==> config.mk <==
export PLATFORM = sky130hd
export DESIGN_NAME = bcd_display_scanner
export DESIGN_NICKNAME = d
export VERILOG_FILES = /design/src/rtl/bcd_display_scanner.sv
export SDC_FILE = /design/constraint.sdc
export NUM_CORES = 1
export LEC_CHECK = 0
export CORE_UTILIZATION = 38
export DETAILED_ROUTE_END_ITERATION = 12
export PLACE_DENSITY = 0.66
export SLEW_MARGIN = 20
export SYNTH_ARGS = -nofsm -noshare
export SYNTH_HDL_FRONTEND = slang
export SYNTH_SLANG_ARGS = --single-unit
==> constraint.sdc <==
create_clock -name i_clk -period 2.45 [get_ports i_clk]
set_input_delay 0.49 -clock i_clk [delete_from_list [all_inputs] [get_ports i_clk]]
set_output_delay 0.49 -clock i_clk [all_outputs]
set_load 0.02 [all_outputs]
==> src/rtl/bcd_display_scanner.sv <==
// Multi-digit BCD event counter with a time-multiplexed digit scan for a 7-segment decoder.
// Optional leading-zero blanking is enabled by defining LEADING_ZERO_BLANK_EN.
module bcd_display_scanner #(
  parameter int DIGITS   = 4,
  parameter int SCAN_DIV = 1000
) (
  input  logic              i_clk,
  input  logic              i_rst_n,
  input  logic              i_inc,
  input  logic              i_clr,
  output logic [3:0]        o_bcd,
  output logic [DIGITS-1:0] o_digit_n,
  output logic              o_ovf
);

  localparam int IW = (DIGITS > 1) ? $clog2(DIGITS) : 1;
  localparam int PW = $clog2(SCAN_DIV);
  localparam logic [IW-1:0] IDX_LAST = IW'(DIGITS - 1);
  localparam logic [PW-1:0] PRE_LAST = PW'(SCAN_DIV - 1);

  logic [DIGITS-1:0][3:0] cnt_q, cnt_d;
  logic [IW-1:0]          idx_q, idx_d;
  logic [PW-1:0]          pre_q, pre_d;
  logic [3:0]             bcd_q, bcd_d;
  logic [DIGITS-1:0]      dig_n_q, dig_n_d;
  logic                   ovf_q, ovf_d;
  logic                   carry;

  // Ripple carry through all digits in one cycle; carry out of the top digit is the wrap.
  always_comb begin
    cnt_d = cnt_q;
    ovf_d = 1'b0;
    carry = i_inc;
    if (i_clr) begin
      cnt_d = '0;
    end else begin
      for (int k = 0; k < DIGITS; k++) begin
        if (carry) begin
          if (cnt_q[k] == 4'd9) begin
            cnt_d[k] = 4'd0;
          end else begin
            cnt_d[k] = cnt_q[k] + 4'd1;
            carry    = 1'b0;
          end
        end
      end
      ovf_d = carry;
    end
  end

  always_comb begin
    pre_d = pre_q + PW'(1);
    idx_d = idx_q;
    if (pre_q == PRE_LAST) begin
      pre_d = '0;
      idx_d = (idx_q == IDX_LAST) ? '0 : idx_q + IW'(1);
    end
  end

`ifdef LEADING_ZERO_BLANK_EN
  logic hi_zero, blank;
  always_comb begin
    bcd_d   = 4'd0;
    hi_zero = 1'b1;
    blank   = 1'b0;
    // Walk from the MSD down so hi_zero covers this digit and everything above it.
    for (int k = DIGITS - 1; k >= 0; k--) begin
      hi_zero = hi_zero & (cnt_q[k] == 4'd0);
      if (idx_q == IW'(k)) begin
        bcd_d = cnt_q[k];
        blank = hi_zero && (k != 0);
      end
    end
    dig_n_d = blank ? '1 : ~(DIGITS'(1) << idx_q);
  end
`else
  always_comb begin
    bcd_d = 4'd0;
    for (int k = 0; k < DIGITS; k++) begin
      if (idx_q == IW'(k)) bcd_d = cnt_q[k];
    end
    dig_n_d = ~(DIGITS'(1) << idx_q);
  end
`endif

  always_ff @(posedge i_clk) begin
    if (!i_rst_n) begin
      cnt_q   <= '0;
      idx_q   <= '0;
      pre_q   <= '0;
      bcd_q   <= 4'd0;
      dig_n_q <= '1;
      ovf_q   <= 1'b0;
    end else begin
      cnt_q   <= cnt_d;
      idx_q   <= idx_d;
      pre_q   <= pre_d;
      bcd_q   <= bcd_d;
      dig_n_q <= dig_n_d;
      ovf_q   <= ovf_d;
    end
  end

  assign o_bcd     = bcd_q;
  assign o_digit_n = dig_n_q;
  assign o_ovf     = ovf_q;

endmodule

==> metrics <==
status finished clean; CP Buf/Inv Count 2; Cells after Synth 198; Residual DRC 0; Worst path slowest cell clkdlybuf4s50_1; I/O Pins 13; Synth cell types 35; top-count cell post-synth dfxtp_1; final std cells w/o fill 265; Worst EP arrival 2.08 ns; Yosys top cell by area dfxtp_1; Die X 69.39 um; Worst Setup End Kind flip-flop; Initial DRC Count 83; Final Hold Vio Count 0; I/O Buffers 12; # setup viols final 0; PwrDens 542.3 mW/mm2; Area after DPL 0.001884 mm2; slew margin rel. 61.28%; CTS resizes 0; crit path time final 1.854 ns; Die ar. 0.004814 mm2; CP max stage delay 0.54 ns; Top FF cell, synth dfxtp_1; gr usage total 13.99%; Clock Path Buffers 2; clk_lat worst skew 0.29 ns; Routed wire per std cell 11.21 um; top cells by area, synth dfxtp_1, a21oi_1, nand2_1, nand3_1, nor2_1; synthesis-stage register bit count 37; share of power burned in registers 57.9%; Initial Util 39.63%; TritonCTS buffer count 5; sw power 0.2414 mW; drt total wl 2970 um; GR Util met2 21.04%; cts hold-fix bufs 0; Max Freq 539.3 MHz; Synth top area share 42.93%; share of flip-flops with an asynchronous set or reset 0%; Diodes inserted 0; GRT busiest layer met2; synthesis warning total 0; Post-synth EDFFs 0; DR vias 1350; RSZ-0062 raised after global routing false; routed vias/inst 5.094; top cell family by delay on the critical path simple AND/OR/NAND/NOR gates; Num Clock Sinks 37; layout cells sized above 1 7.042%; clock share of power 38.5%; RePlAce Congestion 0.7447; post-DP HPWL 2104 um; static leakage 0.7285 nW; internal power 0.8252 mW; CTS HTree Levels 2; Synth Cell Area 0.001725 mm2; VDD IR-drop max 0.0002536 V; vias in the first global route 1215; most common library cells after synthesis dfxtp_1, nand2_1, a21oi_1; root buffer cell clkbuf_8; critical path type in -> reg; gr ovfl total 0; placed cells 257; CTS tree yes; Final Skew 0.006169 ns; # rows 24; worst-margin pin slew 0.5796 ns; Syn Area/Cell 8.714 um2; die height 69.39 um; core area 0.004354 mm2; Worst setup SP type input pin; antenna viol nets, final 0; max-cap viol count 0; synth-to-layout area growth 14.00%; final worst path period share 75.68%; grt met1 use 17.87%; Seq/Total Area, Yosys 42.93%; post-route setup TNS 0 ns; final instance area 0.001967 mm2; Post-CTS Setup Repair Bufs 0; Sw Share 22.63%; met3 GRT Util 3.924%; initial antenna violation count 0; Nets 221; combinational power share 3.6%; worst-path cell chain clkdlybuf4s50_1, and4b_1, buf_4, nand2_1, or3_1, a21oi_1; drt first pass iters 4; worst hold path type reg -> reg; Mapped Nets 207; WP data required 2.68 ns; Worst Path Max Fanout 8; clock transition at the registers of the reported paths 0.07 ns; largest net degree at the start of global routing 20; Final Max Slew Viols 0; first-pass GRT wire length 5299 um
[cell usage in the layout, fill, tap and decap left out, drive strengths merged, types with 5 or more instances in the layout]
master	netlist	routed
inv	7	7
a21oi	18	18
nand3b	7	7
clkdlybuf4s50	0	12
o21ai	9	9
nand3	14	14
nor2b	7	7
clkbuf	5	6
nor2	17	17
nand2	19	19
xnor2	7	7
xor2	5	5
ha	5	5
dfxtp	37	37
[metal layers]
layer | part of all wire [%] | routed length (um)
met5 | 0 | 0
met4 | 2.6 | 76
met3 | 3.0 | 89
met2 | 45 | 1328
met1 | 50 | 1475
[sequential cells by signal, summed over array words and instances (netlist names)]
| signal | count |
|---|---|
| cnt_q | 16 |
| idx_q | 2 |
| pre_q | 10 |
| o_bcd | 4 |
| o_digit_n | 4 |
| o_ovf | 1 |
[area by class of cell]
cell class | count | area [um2]
well taps | 52 | 65.06
flip-flops and latches | 37 | 740.7
multi-input cells | 146 | 909.6
fillers | 431 | 2387
repair buffers | 15 | 142.6
clock buffers | 6 | 72.57
inverters | 7 | 26.28
clock inverters | 2 | 10.01
[path summary, 6_finish.rpt]
check	startpoint	to	slack [ns]	cells past startpoint
max	i_inc	cnt_q[5]$_SDFFE_PP0N_	0.60	6
min reg2reg	pre_q[0]$_SDFF_PP0_	pre_q[0]$_SDFF_PP0_	0.47	1
min	pre_q[0]$_SDFF_PP0_	pre_q[0]$_SDFF_PP0_	0.47	1
max reg2reg	cnt_q[1]$_SDFFE_PP0P_	cnt_q[15]$_SDFFE_PP0P_	0.73	4
[power by group through the flow]
stage	Sequential (mW)	Combinational, mW	Clock (mW)
after floorplan	0.632	0.0224	0
after CTS	0.618	0.0394	0.424
final	0.618	0.0386	0.410
after global placement	0.631	0.0392	0
after detailed placement	0.632	0.0395	0
after global routing	0.619	0.0434	0.445
[kinds of logic after synthesis]
kind of cell	count (synthesis)	synth area share (%)
AO/OA/AOI/OAI	35	11.68
XOR/XNOR	12	6.091
adder cells (fa/ha/maj)	5	3.626
buffers and inverters	15	4.351
flip-flops	37	42.93
multiplexers	3	1.740
AND/OR/NAND/NOR	91	29.59
[metrics by stage]
| stage | setup slack (ns) | utilization [%] | total power [mW] | hold WS, ns |
|---|---|---|---|---|
| finish | 0.5958 | 45.17 | 1.067 | 0.4747 |
| global route | 0.4876 | 45.17 | 1.107 | 0.4986 |
| CTS | 0.6024 | 45.17 | 1.081 | 0.4813 |
| floorplan | 0.9296 | - | 0.6543 | 0.4299 |
| detailed placement | 0.3050 | 43.28 | 0.6710 | 0.4634 |
| global placement | 0.3449 | 43.28 | 0.6706 | 0.4485 |
No activity file was read; power rests on OpenSTA's default activity.
